[src/rtl/fb_scanout.sv]
// Framebuffer scan-out: turns a 1280x720 timing stream into reads of a 320x180
// RGB565 framebuffer, expands each word to RGB888 and handles double-buffer swaps.
module fb_scanout #(
  parameter int FB_W       = 320,
  parameter int FB_H       = 180,
  parameter int SCALE_LOG2 = 2,
  parameter int RD_LAT     = 2,
  parameter int ADDR_W     = 17
) (
  input  logic              clk_in,
  input  logic              rst_in,
  input  logic [10:0]       hcount_in,
  input  logic [9:0]        vcount_in,
  input  logic              ad_in,
  input  logic              nf_in,
  input  logic              swap_req_in,
  output logic              swap_ack_out,
  output logic              front_buf_out,
  output logic              rd_en_out,
  output logic [ADDR_W-1:0] addr_out,
  input  logic [15:0]       rd_data_in,
  output logic [7:0]        red_out,
  output logic [7:0]        green_out,
  output logic [7:0]        blue_out
);

  localparam int                L           = RD_LAT + 2;
  localparam logic [ADDR_W-1:0] FRAME_WORDS = ADDR_W'(FB_W * FB_H);
  localparam logic [ADDR_W-1:0] ROW_STEP    = ADDR_W'(FB_W);
  localparam logic [ADDR_W-1:0] ROW_MAX     = ADDR_W'((FB_H - 1) * FB_W);
  localparam logic [10:0]       H_LAST      = 11'((FB_W << SCALE_LOG2) - 1);
  localparam logic [9:0]        V_END       = 10'(FB_H << SCALE_LOG2);

  logic [ADDR_W-1:0] row_base;
  logic [ADDR_W-1:0] buf_base;
  logic [15:0]       hold;
  logic [RD_LAT-1:0] rd_pipe;
  logic [L-2:0]      ad_pipe;

  logic              fetch;
  logic              row_end;
  logic              capture;
  logic [15:0]       pix;

  // NOTE: every signal assigned in always_comb gets a default first, so no path
  // through the block can leave it unassigned and infer a latch.
  always_comb begin
    fetch    = 1'b0;
    row_end  = 1'b0;
    buf_base = '0;
    capture  = rd_pipe[RD_LAT-1];
    pix      = hold;
    if (front_buf_out) buf_base = FRAME_WORDS;
    if (ad_in && (hcount_in[SCALE_LOG2-1:0] == '0)) fetch = 1'b1;
    if ((hcount_in == H_LAST) && (vcount_in < V_END) && (&vcount_in[SCALE_LOG2-1:0]))
      row_end = 1'b1;
    // Bypass the hold register on the capture cycle so the first pixel of each
    // source column is not a cycle late.
    if (capture) pix = rd_data_in;
  end

  // NOTE: all state, including the delay pipes and hold register, is reset so
  // reads in flight at reset can never be captured or displayed afterwards.
  always_ff @(posedge clk_in or negedge rst_in) begin
    if (!rst_in) begin
      front_buf_out <= 1'b0;
      swap_ack_out  <= 1'b0;
      row_base      <= '0;
    end else begin
      // NOTE: sequential state uses non-blocking assignments so every register
      // samples the pre-edge values regardless of statement order.
      swap_ack_out <= 1'b0;
      if (nf_in) begin
        row_base <= '0;
        if (swap_req_in) begin
          front_buf_out <= ~front_buf_out;
          swap_ack_out  <= 1'b1;
        end
      end else if (row_end) begin
        if (row_base < ROW_MAX) row_base <= row_base + ROW_STEP;
      end
    end
  end

  always_ff @(posedge clk_in or negedge rst_in) begin
    if (!rst_in) begin
      rd_en_out <= 1'b0;
      addr_out  <= '0;
    end else begin
      rd_en_out <= fetch;
      if (fetch)
        addr_out <= buf_base + row_base + ADDR_W'(hcount_in >> SCALE_LOG2);
    end
  end

  always_ff @(posedge clk_in or negedge rst_in) begin
    if (!rst_in) begin
      rd_pipe <= '0;
      ad_pipe <= '0;
    end else begin
      rd_pipe[0] <= rd_en_out;
      for (int i = 1; i < RD_LAT; i++) rd_pipe[i] <= rd_pipe[i-1];
      ad_pipe[0] <= ad_in;
      for (int i = 1; i < L - 1; i++) ad_pipe[i] <= ad_pipe[i-1];
    end
  end

  always_ff @(posedge clk_in or negedge rst_in) begin
    if (!rst_in) begin
      hold      <= '0;
      red_out   <= '0;
      green_out <= '0;
      blue_out  <= '0;
    end else begin
      if (capture) hold <= rd_data_in;
      // The last stage of the active-draw delay is the output register itself.
      if (ad_pipe[L-2]) begin
        red_out   <= {pix[15:11], pix[15:13]};
        green_out <= {pix[10:5], pix[10:9]};
        blue_out  <= {pix[4:0], pix[4:2]};
      end else begin
        red_out   <= '0;
        green_out <= '0;
        blue_out  <= '0;
      end
    end
  end

endmodule

[config.mk]
export PLATFORM = sky130hd
export DESIGN_NAME = fb_scanout
export DESIGN_NICKNAME = d
export VERILOG_FILES = /design/src/rtl/fb_scanout.sv
export SDC_FILE = /design/constraint.sdc
export NUM_CORES = 1
export LEC_CHECK = 0
export ABC_AREA = 1
export CAP_MARGIN = 10
export CORE_MARGIN = 2
export CORE_UTILIZATION = 30
export CTS_BUF_LIST = sky130_fd_sc_hd__clkbuf_8
export CTS_CLUSTER_SIZE = 16
export DETAILED_ROUTE_END_ITERATION = 7
export PLACE_DENSITY_LB_ADDON = 0.08
export SLEW_MARGIN = 20
export SYNTH_ARGS = -nofsm -noshare
export SYNTH_HDL_FRONTEND = slang
export SYNTH_SLANG_ARGS = --single-unit
export TNS_END_PERCENT = 10
[constraint.sdc]
create_clock -name clk_in -period 2.2 [get_ports clk_in]
set_input_delay 0.55 -clock clk_in [delete_from_list [all_inputs] [get_ports clk_in]]
set_output_delay 0.55 -clock clk_in [all_outputs]
set_load 0.02 [all_outputs]
# Yosys cells after proc, flatten, opt, wreduce, memory -nomap -nowiden
# Index checks and enable logic that the tools add are counted.
dict set report op_classes {
  n_eq_ne 1
  n_mux 12
  bitwise 1
  n_reduce_logical 9
  order_cmp 2
  add_sub_neg 3
}
# cell n
set ops {}
lappend ops {{17-bit two-way mux} 3}
lappend ops {{16-bit two-way mux} 2}
lappend ops {{8-bit two-way mux} 3}
lappend ops {{16-bit by 17-bit adder with 17-bit output} 1}
lappend ops {{17-bit by 9-bit adder with 17-bit output} 1}
lappend ops {{17-bit by 9-bit adder with 17-bit output, second input constant} 1}
lappend ops {{17-bit by 16-bit less-than comparator with 1-bit output, second input constant} 1}
lappend ops {{11-bit equality test, second input constant} 1}
lappend ops {{10-bit less-than comparator, second input constant} 1}
lappend ops {{2-bit AND reduction} 3}
lappend ops {{1-bit two-way mux} 4}
lappend ops {{2-bit nonzero test} 2}
lappend ops {{1-bit logical AND} 3}
lappend ops {{2-bit logical NOT} 1}
lappend ops {{1-bit inverter} 1}
dict set report word_totals {
  inputBits 42
  word_cells 39
  regBits 82
  output_inout_bits 44
}

# Longest topological paths before layout
dict set report logic_depth {
  word_depth 6
  ltp_mapped 13
  depth_no_buf 13
}

# Worst setup path before layout
# Ideal clock, no wire load.
dict set report synth_timing {
  kind {register -> register}
  from {register front_buf_out}
  to {register addr_out[16]}
  slack_ns -0.034
  required_ns 2.082
  stages_incl_launch_ff 14
  arrival_time_ns 2.116
  path_buffers 0
  synth_period_minus_slack_ns 2.234
  setup_time_ns 0.118
  cell_sequence {dfrtp_1 -> inv_1 -> fa_1 -> inv_1 -> ha_1 -> nand2_1 -> nor2_1 -> inv_2 -> nor2_1 -> nand2_1 -> nand2_1 -> nand2_1 -> nand3_1 -> nand2_1}
}
dict set report synth_via {
  elab_chain_cells 3
}
# element line_no
set synth_rtl {}
lappend synth_rtl {{start: declaration} 18} ;# output logic front_buf_out,
lappend synth_rtl {{start signal: assignment} 76} ;# front_buf_out <= ~front_buf_out;
lappend synth_rtl {{16-bit two-way mux} 53} ;# if (front_buf_out) buf_base = FRAME_WORDS;
lappend synth_rtl {{16-bit by 17-bit adder with 17-bit output} 92} ;# addr_out <= buf_base + row_base + ADDR_W'(hcount_in >> SCALE_LOG2);
lappend synth_rtl {{17-bit by 9-bit adder with 17-bit output} 92}
lappend synth_rtl {{end signal: assignment} 92}
lappend synth_rtl {{end: declaration} 20} ;# output logic [ADDR_W-1:0] addr_out,
# Every way passes these cells.
# A chain may end at the register's enable or synchronous reset.

# Worst setup path after layout
dict set report layout_timing {
  from {input hcount_in[10]}
  to {register addr_out[16]}
}
dict set report layout_via {
  elab_chain_cells 1
}
# element line_no
set layout_rtl {}
lappend layout_rtl {{start: declaration} 12} ;# input logic [10:0] hcount_in,
lappend layout_rtl {{17-bit by 9-bit adder with 17-bit output} 92}
# Every way passes these cells.

==> results.yml <==
run_status:
  outcome: "complete, no violations"
clock_tree:
  cts_num_sinks: 68
  numCtsBuffers: 9
  cts_post_setup_buffers_inserted: 0
  cts_tree: "built"
  clock_network_latency_to_the_later_pin_of_the_worst_skew_pair_ns: 0.35
  clk_pin_slew_ns: 0.08
  cts_htree_levels: 3
  clock-root-buffer: "clkbuf_8"
  ctsLongestPathBuffers: 2
global_routing:
  grt_pass1_wl_um: 13600
  grt_max_degree: 69
  global_route.usage.total: 0.147
  globalRoute.totalOverflow: 0
  first_global_vias: 2842
  antenna_found_initial: 0
power_and_ir_drop:
  peak_vdd_ir_mv: 0.369
  power.static_leakage_nw: 2.25
  power.density_cell_area_nw_per_um2: 781
  report.power.total_mw: 3.65
sta:
  post-route-period-util: 0.937
  achievable-frequency_mhz: 485
  finalHoldWorstSlack_ns: 0.217
  finalSetupViolations: 0
  worst_slew_margin_rel: 0.662
  timing.final.crit_period_ns: 2.06
  final-max-slew-violation-count: 0
  finalClockSkew_ns: 0.0164
  grt_setup_unrepaired: "false"
  final-hold-violation-count: 0
  tightest_slew_ns: 0.506
worst_setup_path:
  number_of_cells_on_the_worst_reg_to_reg_path: 13
  critPathMaxFanout: 4
  crit-reg2reg-capture: "addr_out[16]$_DFFE_PN0P_"
  arrival_time_at_the_worst_endpoint_ns: 2.29
  critical_path.endpoint_type: "register"
  worst-setup-path-type: "in -> reg"
  rr_startpoint: "front_buf_out$_DFFE_PN0P_"
  timing.critical_path.from_type: "primary input"
  r2r_slack_ns: 0.18
  worstPathRequired_ns: 2.43
die:
  design.die.area_um2: 12100
  placeableCoreArea_um2: 10900
  io_pins: 86
  initial_core_util: 0.309
  chipHeight_um: 110
  fp.dieW_um: 110
  std_cell_rows: 38
finish:
  drive_gt1_frac: 0.105
  syn2layout_area_growth_pct: 39.0
  layout.nets: 564
  fin_area_um2: 4670
  insertedDiodeCount: 0
  number_of_non_filler_instances_in_the_completed_layout: 653
  fillerInstances: 1114
synth:
  yosysWarnings: 0
  synth.cells.most_frequent: "nand2_1 (149), dfrtp_1 (68), nor2_1 (38)"
  post_synth_inst_count: 413
  mappedNetlistArea_um2: 3360
  synthTopCellsByArea: "dfrtp_1 (51%), nand2_1 (17%), nand3_1 (5.1%), ha_1 (4.8%), nor2_1 (4.2%)"
  synth_edf_count: 0
  yosys.cell_count.top_type: "nand2_1"
  yosysTopAreaCellShare: 0.507
  yosys_most_used_dff: "dfrtp_1"
  synthDistinctLibCells: 25
  synth.avg_cell_area_um2: 8.13
  synthArstFlopShare: 1.00
  synth_nets: 469
  postSynthRegisterBits: 68
  yosys.area.top_type: "dfrtp_1"
  synth_sequential_area_ratio: 0.507
routing:
  drcViolationCount: 0
  drt-pass1-iter-count: 4
  vias_per_cell: 4.37
  wire_per_inst_um: 12.5
  ant_nets: 0
  detail_route.wirelength_um: 8160
  via_count: 2853
  initialDrtViolationCount: 152
place:
  cell_count_post_placement: 637
  placement.io_buffers: 83
  place_area_um2: 4420
  post_dp_hpwl_um: 5980
  replace_congestion: 0.829
worst_hold_path:
  hold_path_class: "in -> async"
flow_run:
  drv_cap: 0
worst max path at each step:
| stage | endpoint | cells past startpoint | from |
|---|---|---|---|
| floorplan | addr_out[12]$_DFFE_PN0P_ | 11 | hcount_in[10] |
| global placement | addr_out[12]$_DFFE_PN0P_ | 12 | hcount_in[10] |
| detailed placement | addr_out[12]$_DFFE_PN0P_ | 12 | hcount_in[10] |
| CTS | addr_out[12]$_DFFE_PN0P_ | 12 | hcount_in[10] |
| global route | addr_out[15]$_DFFE_PN0P_ | 14 | hcount_in[10] |
| finish | addr_out[16]$_DFFE_PN0P_ | 14 | hcount_in[10] |
critical path: stages:
cell and delay, ns:
dlygate4sd2_1 0.22, inv_2 0.05, fa_1 0.53, inv_1 0.06
ha_4 0.29, nand2_4 0.07, nor2_2 0.12, inv_2 0.03
nor2_1 0.07, nand2_1 0.07, nand2_1 0.07, nand2_1 0.04
nand3_1 0.05, nand2_1 0.05
repair_timing:
action / CTS / global route
gates resized for setup: 7 / 2
setup endpoints to repair: 8 / 2
hold buffers: 0 / 0
pin swaps: 3 / 0
registers in the layout (all words and copies together), names as in the netlist:
register and cells:
row_base 11, front_buf_out 1, rd_en_out 1, red_out 5
hold 16, ad_pipe 3, swap_ack_out 1, green_out 6
rd_pipe 2, blue_out 5, addr_out 17
layout make-up:
| type | count | area (um^2) | area share |
|---|---|---|---|
| Sequential cell | 68 | 1700 | 0.365 |
| Multi-Input combinational cell | 296 | 1470 | 0.315 |
| Timing Repair Buffer | 103 | 987 | 0.211 |
| Tap cell | 140 | 175 | 0.0375 |
| Clock buffer | 9 | 124 | 0.0265 |
| Inverter | 30 | 113 | 0.0241 |
| Clock inverter | 7 | 98.8 | 0.0212 |
placed cells by master, fill, tap and decap left out, types with 4 or more instances in the layout:
| cell | n |
|---|---|
| a21oi_1 | 18 |
| nand2_2 | 4 |
| xor2_1 | 8 |
| o21ai_1 | 9 |
| clkbuf_8 | 9 |
| nand2_1 | 147 |
| nand4_1 | 4 |
| buf_4 | 19 |
| nand3_1 | 34 |
| xnor2_1 | 7 |
| ha_1 | 12 |
| inv_1 | 22 |
| dfrtp_1 | 67 |
| nor2_1 | 36 |
| clkdlybuf4s50_1 | 81 |
| inv_2 | 7 |
per-stage QoR:
stage	setup TNS (ns)	utilization	worst slack, ns
floorplan	0	-	0.00683
global placement	-4.70	0.406	-0.596
detailed placement	-4.90	0.406	-0.629
CTS	0	0.428	0.118
global route	0	0.429	0.00902
finish	0	0.429	0.139
layer usage:
metal	GRT usage	vias to the layer above	wire [um]
met5	0	-	0
met3	0.0421	4	446
met4	0.0407	0	42
li1	-	1490	-
met2	0.244	73	3800
met1	0.187	1286	3870
cell families (layout without fill, tap and decap cells):
kind of cell    after synthesis  count (layout)  share of synthesized area
simple gates                232             232                      0.279
flops                        68              68                      0.507
buf+inv                      49             149                     0.0667
compound gates               34              34                     0.0529
xor+xnor                     15              15                     0.0391
fa+ha+maj                    14              14                     0.0544
other cells                   1               1                    0.00112
power breakdown:
part,internal (mW),leakage [nW],switching (mW),total (mW)
clock network,0.646,0.110,0.525,1.17
logic,0.468,1.27,0.527,0.995
registers,1.41,0.876,0.0725,1.48
Note: power is estimated with default switching activity, not from simulation.
